==> src/rtl/audio_pkg.sv <==
// audio_pkg: shared types and helpers for the time-shared biquad scheduler.
package audio_pkg;

    localparam int unsigned ACC_W     = 40;
    localparam int unsigned MAC_STEPS = 5;

    typedef enum logic [2:0] {
        StIdle,
        StLoad,
        StMac,
        StWb,
        StOut
    } state_e;

    typedef logic stage_t;   // 0: stage 0, 1: stage 1
    typedef logic chan_t;    // 0: left, 1: right

    // Per-(stage, channel) history slot; low two bits of the register-file address.
    typedef enum logic [1:0] {
        SlotX1 = 2'd0,
        SlotX2 = 2'd1,
        SlotY1 = 2'd2,
        SlotY2 = 2'd3
    } slot_e;

    typedef logic [3:0] hist_addr_t;

    typedef struct packed {
        logic   found;
        stage_t stage;
        chan_t  chan;
    } pair_t;

    function automatic hist_addr_t hist_addr(stage_t s, chan_t c, slot_e k);
        return {s, c, k};
    endfunction

    // First enabled pair at or after position 'start' in the order S0L, S0R, S1L, S1R.
    // Later assignments win, so the lowest qualifying position is returned.
    function automatic pair_t next_pair(logic [1:0] en, logic [2:0] start);
        pair_t p;
        p = '0;
        if (en[1] && start <= 3'd3) p = '{found: 1'b1, stage: 1'b1, chan: 1'b1};
        if (en[1] && start <= 3'd2) p = '{found: 1'b1, stage: 1'b1, chan: 1'b0};
        if (en[0] && start <= 3'd1) p = '{found: 1'b1, stage: 1'b0, chan: 1'b1};
        if (en[0] && start == 3'd0) p = '{found: 1'b1, stage: 1'b0, chan: 1'b0};
        return p;
    endfunction

endpackage

==> src/rtl/audio_mac.sv <==
// audio_mac: one signed COEF_W x 16 multiplier feeding a 40-bit accumulator.
module audio_mac
    import audio_pkg::*;
#(
    parameter int unsigned COEF_W = 18
) (
    input  logic                     clk,
    input  logic                     reset,
    input  logic signed [COEF_W-1:0] coef,
    input  logic signed [15:0]       data,
    input  logic                     clr,
    input  logic                     en,
    output logic signed [ACC_W-1:0]  acc
);

    logic signed [COEF_W+15:0] prod;
    logic signed [ACC_W-1:0]   acc_q;

    assign prod = (COEF_W + 16)'(coef) * (COEF_W + 16)'(data);
    assign acc  = acc_q;

    // Accumulator: clear has priority over accumulate.
    always_ff @(posedge clk) begin
        if (reset) begin
            acc_q <= '0;
        end else if (clr) begin
            acc_q <= '0;
        end else if (en) begin
            acc_q <= acc_q + ACC_W'(prod);
        end
    end

endmodule

==> src/rtl/audio_filter_sched.sv <==
// audio_filter_sched: stereo two-stage biquad cascade sharing one MAC.
// Config macro: AUDIO_FILTER_SAT_EN -- saturate stage outputs to 16 bits (default: wrap).
// Each enabled (stage, channel) pair costs 6 cycles: 5 MAC cycles plus one WB cycle
// that also makes the next-pair decision, so a sample takes 2 + 12*N cycles.
module audio_filter_sched
    import audio_pkg::*;
#(
    parameter int unsigned              COEF_W = 18,
    parameter logic signed [COEF_W-1:0] S0_B0  = '0,
    parameter logic signed [COEF_W-1:0] S0_B1  = '0,
    parameter logic signed [COEF_W-1:0] S0_B2  = '0,
    parameter logic signed [COEF_W-1:0] S0_NA1 = '0,
    parameter logic signed [COEF_W-1:0] S0_NA2 = '0,
    parameter logic signed [COEF_W-1:0] S1_B0  = '0,
    parameter logic signed [COEF_W-1:0] S1_B1  = '0,
    parameter logic signed [COEF_W-1:0] S1_B2  = '0,
    parameter logic signed [COEF_W-1:0] S1_NA1 = '0,
    parameter logic signed [COEF_W-1:0] S1_NA2 = '0
) (
    input  logic               clk,
    input  logic               reset,
    input  logic               sample_ce,
    input  logic signed [15:0] in_l,
    input  logic signed [15:0] in_r,
    input  logic [1:0]         en,
    output logic signed [15:0] out_l,
    output logic signed [15:0] out_r,
    output logic               out_valid,
    output logic               busy,
    output logic               overrun
);

    localparam logic signed [ACC_W-1:0] YMax = ACC_W'(32767);
    localparam logic signed [ACC_W-1:0] YMin = -ACC_W'(32768);

    state_e             state_q;
    logic [2:0]         step_q;
    stage_t             stage_q;
    chan_t              chan_q;
    logic [1:0]         en_q;
    // Per-channel working sample: the input, then each enabled stage's output in turn.
    logic signed [15:0] cur_q  [2];
    logic signed [15:0] hist_q [16];

    logic signed [COEF_W-1:0] coef;
    logic signed [15:0]       data;
    logic                     mac_clr;
    logic                     mac_en;
    logic signed [ACC_W-1:0]  acc;
    logic signed [ACC_W-1:0]  y_full;
    logic signed [15:0]       y16;
    logic [2:0]               start;
    pair_t                    nxt;

    assign mac_en  = (state_q == StMac);
    assign mac_clr = (state_q == StLoad) || (state_q == StWb);
    assign y_full  = acc >>> (COEF_W - 2);

    audio_mac #(
        .COEF_W (COEF_W)
    ) u_mac (
        .clk   (clk),
        .reset (reset),
        .coef  (coef),
        .data  (data),
        .clr   (mac_clr),
        .en    (mac_en),
        .acc   (acc)
    );

    // Operand select for the current MAC step: b0*x, b1*x1, b2*x2, na1*y1, na2*y2.
    always_comb begin
        coef = '0;
        data = '0;
        case (step_q)
            3'd0: begin
                coef = stage_q ? S1_B0 : S0_B0;
                data = cur_q[chan_q];
            end
            3'd1: begin
                coef = stage_q ? S1_B1 : S0_B1;
                data = hist_q[hist_addr(stage_q, chan_q, SlotX1)];
            end
            3'd2: begin
                coef = stage_q ? S1_B2 : S0_B2;
                data = hist_q[hist_addr(stage_q, chan_q, SlotX2)];
            end
            3'd3: begin
                coef = stage_q ? S1_NA1 : S0_NA1;
                data = hist_q[hist_addr(stage_q, chan_q, SlotY1)];
            end
            3'd4: begin
                coef = stage_q ? S1_NA2 : S0_NA2;
                data = hist_q[hist_addr(stage_q, chan_q, SlotY2)];
            end
            default: ;
        endcase
    end

    // Reduce the scaled accumulator to a 16-bit stage output.
    always_comb begin
`ifdef AUDIO_FILTER_SAT_EN
        if (y_full > YMax) begin
            y16 = 16'sh7fff;
        end else if (y_full < YMin) begin
            y16 = 16'sh8000;
        end else begin
            y16 = 16'(y_full);
        end
`else
        y16 = 16'(y_full);
`endif
    end

    // Next enabled pair: from the start after a new sample, else after the pair just written.
    always_comb begin
        start = 3'd0;
        if (state_q == StWb) begin
            start = {1'b0, stage_q, chan_q} + 3'd1;
        end
        nxt = next_pair(en_q, start);
    end

    // Sequencer, history register file and registered outputs.
    always_ff @(posedge clk) begin
        if (reset) begin
            state_q   <= StIdle;
            step_q    <= '0;
            stage_q   <= 1'b0;
            chan_q    <= 1'b0;
            en_q      <= '0;
            cur_q[0]  <= '0;
            cur_q[1]  <= '0;
            for (int i = 0; i < 16; i++) begin
                hist_q[i] <= '0;
            end
            out_l     <= '0;
            out_r     <= '0;
            out_valid <= 1'b0;
            busy      <= 1'b0;
            overrun   <= 1'b0;
        end else begin
            out_valid <= 1'b0;
            // A sample arriving while one is in flight is dropped, OUT cycle included.
            if (sample_ce && state_q != StIdle) begin
                overrun <= 1'b1;
            end
            case (state_q)
                StIdle: begin
                    if (sample_ce) begin
                        cur_q[0] <= in_l;
                        cur_q[1] <= in_r;
                        en_q     <= en;
                        busy     <= 1'b1;
                        state_q  <= StLoad;
                    end
                end
                StLoad: begin
                    step_q <= '0;
                    if (nxt.found) begin
                        stage_q <= nxt.stage;
                        chan_q  <= nxt.chan;
                        state_q <= StMac;
                    end else begin
                        state_q <= StOut;
                    end
                end
                StMac: begin
                    if (step_q == 3'(MAC_STEPS - 1)) begin
                        state_q <= StWb;
                    end else begin
                        step_q <= step_q + 3'd1;
                    end
                end
                StWb: begin
                    hist_q[hist_addr(stage_q, chan_q, SlotX2)] <=
                        hist_q[hist_addr(stage_q, chan_q, SlotX1)];
                    hist_q[hist_addr(stage_q, chan_q, SlotX1)] <= cur_q[chan_q];
                    hist_q[hist_addr(stage_q, chan_q, SlotY2)] <=
                        hist_q[hist_addr(stage_q, chan_q, SlotY1)];
                    hist_q[hist_addr(stage_q, chan_q, SlotY1)] <= y16;
                    cur_q[chan_q] <= y16;
                    step_q        <= '0;
                    if (nxt.found) begin
                        stage_q <= nxt.stage;
                        chan_q  <= nxt.chan;
                        state_q <= StMac;
                    end else begin
                        state_q <= StOut;
                    end
                end
                StOut: begin
                    out_l     <= cur_q[0];
                    out_r     <= cur_q[1];
                    out_valid <= 1'b1;
                    busy      <= 1'b0;
                    state_q   <= StIdle;
                end
                default: state_q <= StIdle;
            endcase
        end
    end

endmodule

==> config.mk <==
export PLATFORM = sky130hd
export DESIGN_NAME = audio_filter_sched
export DESIGN_NICKNAME = d
export VERILOG_FILES = /design/src/rtl/audio_pkg.sv /design/src/rtl/audio_mac.sv /design/src/rtl/audio_filter_sched.sv
export SDC_FILE = /design/constraint.sdc
export NUM_CORES = 1
export LEC_CHECK = 0
export CORE_MARGIN = 2
export CORE_UTILIZATION = 50
export CTS_BUF_LIST = sky130_fd_sc_hd__clkbuf_4
export DETAILED_ROUTE_END_ITERATION = 8
export PLACE_DENSITY = 0.79
export SLEW_MARGIN = 5
export SYNTH_ARGS = -nofsm -noshare
export SYNTH_HDL_FRONTEND = slang
export SYNTH_HIERARCHICAL = 1
export SYNTH_SLANG_ARGS = --single-unit
==> constraint.sdc <==
create_clock -name clk -period 7.2 [get_ports clk]
set_input_delay 1.44 -clock clk [delete_from_list [all_inputs] [get_ports clk]]
set_output_delay 1.44 -clock clk [all_outputs]
set_load 0.01 [all_outputs]
==> flow_summary_export.csv <==
group,metric,value,unit
timing,fin_worst_skew,60.8,ps
clock_network,htree_num_levels,3,
timing,setup_viol,0,
route,num_vias,19000,
floorplan,die_h,238,µm
placed_design,gp_congestion,1.07,
timing,rsz0062_at_grt,"no",
clock_network,post-cts-setup-buffer-count,0,
worst_setup_path,reg2reg_to,"u_mac/acc[25]$_SDFFE_PP0P_",
worst_setup_path,cp.arrival,7510,ps
logic_synthesis,netlist_area,27300,µm²
floorplan,num_rows,85,
outcome,status,"complete, no violations",
global_routing,track_usage,25.6,%
timing,drv_slew,0,
clock_network,clock-sinks,367,
timing,worst_pin_slew,1280,ps
clock_network,cts_tree,"yes",
worst_setup_path,cp-start-kind,"register",
hold_path,hold_start,"out_r[10]$_SDFFE_PP0P_",
timing,hold_violations,0,
power_and_ir_drop,ir_drop,0.414,mV
clock_network,cts_hold_buf,0,
logic_synthesis,synth_warnings,6,
cells_and_area,fin_nets,3089,
floorplan,core_area,53900,µm²
logic_synthesis,syn_inst,2445,
hold_path,hold_class,"reg2reg",
worst_setup_path,reg2reg_depth,22,
worst_setup_path,critPathKind,"reg2reg",
timing,relSlewSlack,14.3,%
placed_design,hpwl,49100,µm
route,drtIter0Drc,1836,
hold_path,whs_endpoint,"out_r[10]$_SDFFE_PP0P_",
global_routing,grt_pass1_vias,20300,
clock_network,clock_path_buffers,3,
power_and_ir_drop,p_per_area,408,nW/µm²
global_routing,grt_pass1_wl,111000,µm
cells_and_area,drive_above_1_share,10.7,%
floorplan,ios,72,
global_routing,grt.overflow.total,0,
global_routing,grt_antenna_before_repair,3,
route,drt_wl_total,70600,µm
route,wl_per_cell,20.8,µm
clock_network,cts_resized,0,
worst_setup_path,rrSetupSlack,330,ps
hold_path,min_path_cells,2,
timing,tns,0,ps
placed_design,numPortBuffers,71,
worst_setup_path,critPathCaptureType,"register",
timing,post-route-min-period,6870,ps
route,viasPerCell,5.61,
logic_synthesis,syn_avg_cell_area,11.2,µm²
route,drcViolationCount,0,
clock_network,cts_root_buffer,"clkbuf_4",
flow_run,cap_violations,0,
floorplan,die_w,238,µm
floorplan,fp.dieArea,56500,µm²
cells_and_area,area_delta_synth_final,10.9,%
worst_setup_path,required,7840,ps
timing,period_share,95.4,%
route,ant_nets,0,
timing,fmax,0.146,GHz
worst_setup_path,path_max_fanout,9,
cells_and_area,final_core_util,56.2,%
power_and_ir_drop,p_leak,0.0138,µW
clock_network,insertion_delay,830,ps
clock_network,path_clk_slew,60,ps
route,dr.pass1.iters,5,
floorplan,start_util,50.7,%
global_routing,grt_max_degree,71,
clock_network,tritoncts.num_buffers,93,
-- state kept, by name, indices dropped and copies added (netlist names), named ones only --
name	count
out_valid	1
out_r	16
en_q	2
out_l	16
step_q	3
chan_q	1
overrun	1
stage_q	1
state_q	3
busy	1
cur_q	32
u_mac/acc	32
hist_q	256
-- power breakdown --
part           internal (µW)  leakage [µW]  switching [µW]
clock network           1010      0.000740             869
logic                   3180       0.00939            4820
registers               2380       0.00363            96.7
total                   6570        0.0138            5790
-- how the worst max path moves through the flow --
stage | start | slack [ps] | endpoint
after floorplan | step_q[0]$_SDFFE_PP0P_ | 550 | u_mac/acc[25]$_SDFFE_PP0P_
after global placement | register | 500 | u_mac/acc[25]$_SDFFE_PP0P_
after detailed placement | register | 370 | u_mac/acc[25]$_SDFFE_PP0P_
after CTS | register | 330 | u_mac/acc[25]$_SDFFE_PP0P_
after global routing | register | 40 | u_mac/acc[25]$_SDFFE_PP0P_
final | register | 330 | u_mac/acc[25]$_SDFFE_PP0P_
-- worst max-delay path, stage by stage, from the launching register on --
cell and delay (ps):
dfxtp_4 410, mux4_2 520, a22oi_1 200, nand4_1 240
clkinv_1 280, nor2_1 100, fa_1 470, fa_1 460
fa_1 470, fa_1 460, fa_1 490, inv_1 50
fa_1 470, inv_1 40, ha_1 210, nor2_1 100
o21ai_0 110, or4b_1 550, a311oi_1 520, o21ai_1 190
xor2_1 180, mux2i_1 150, nor2_1 50
-- area by class of cell --
cell class                 count  area, µm²
multi-input combinational   1707      15600
fill                        4303      23600
sequential                   367      10200
clock inverter                20        171
antenna                        2       5.00
clock buffer                 143       1070
timing repair buffer         111       1020
inverter                     349       1310
tap                          696        871
-- layer usage --
layer	part of all wire, %	track usage [%]
met1	39	32.8
met2	49	42.7
met3	8.6	4.70
met4	3.8	11.2
met5	0.018	0
-- through the flow --
| stage | total power, µW | hold WS (ps) | instances | cell area [µm²] | setup WS [ps] |
|---|---|---|---|---|---|
| 3_5_place_dp | 9980 | 447 | 3229 | 29000 | 365 |
| 6_report | 12400 | 456 | 3395 | 30300 | 331 |
| 2_1_floorplan | 8520 | 459 | 2570 | 27800 | 551 |
| 5_1_grt | 13400 | 479 | 3395 | 30300 | 35.1 |
| 4_1_cts | 11900 | 456 | 3392 | 30300 | 333 |
| 3_3_place_gp | 9820 | 447 | 3229 | 29000 | 499 |
-- cell usage in the layout, fill, tap and decap left out, drive strengths merged, types with 4 or more instances in the layout --
master / count
dfxtp: 79
and3: 134
nand2: 272
inv: 351
buf: 41
mux2: 30
a2bb2oi: 16
ha: 108
a22oi: 15
xnor2: 12
nor2: 188
o211ai: 5
a211oi: 6
mux4: 49
nand3: 7
o21ai: 21
clkdlybuf4s50: 70
clkinv: 15
edfxtp: 288
a21o: 10
mux2i: 56
nor3: 8
a31oi: 5
fa: 315
a21oi: 72
nor2b: 6
nand4: 19
and2: 127
or3: 5
o21a: 4
conb: 126
clkbuf: 143
a22o: 32
xor2: 10
nand2b: 9
a311oi: 4
Power figures use the tool's default switching activity.
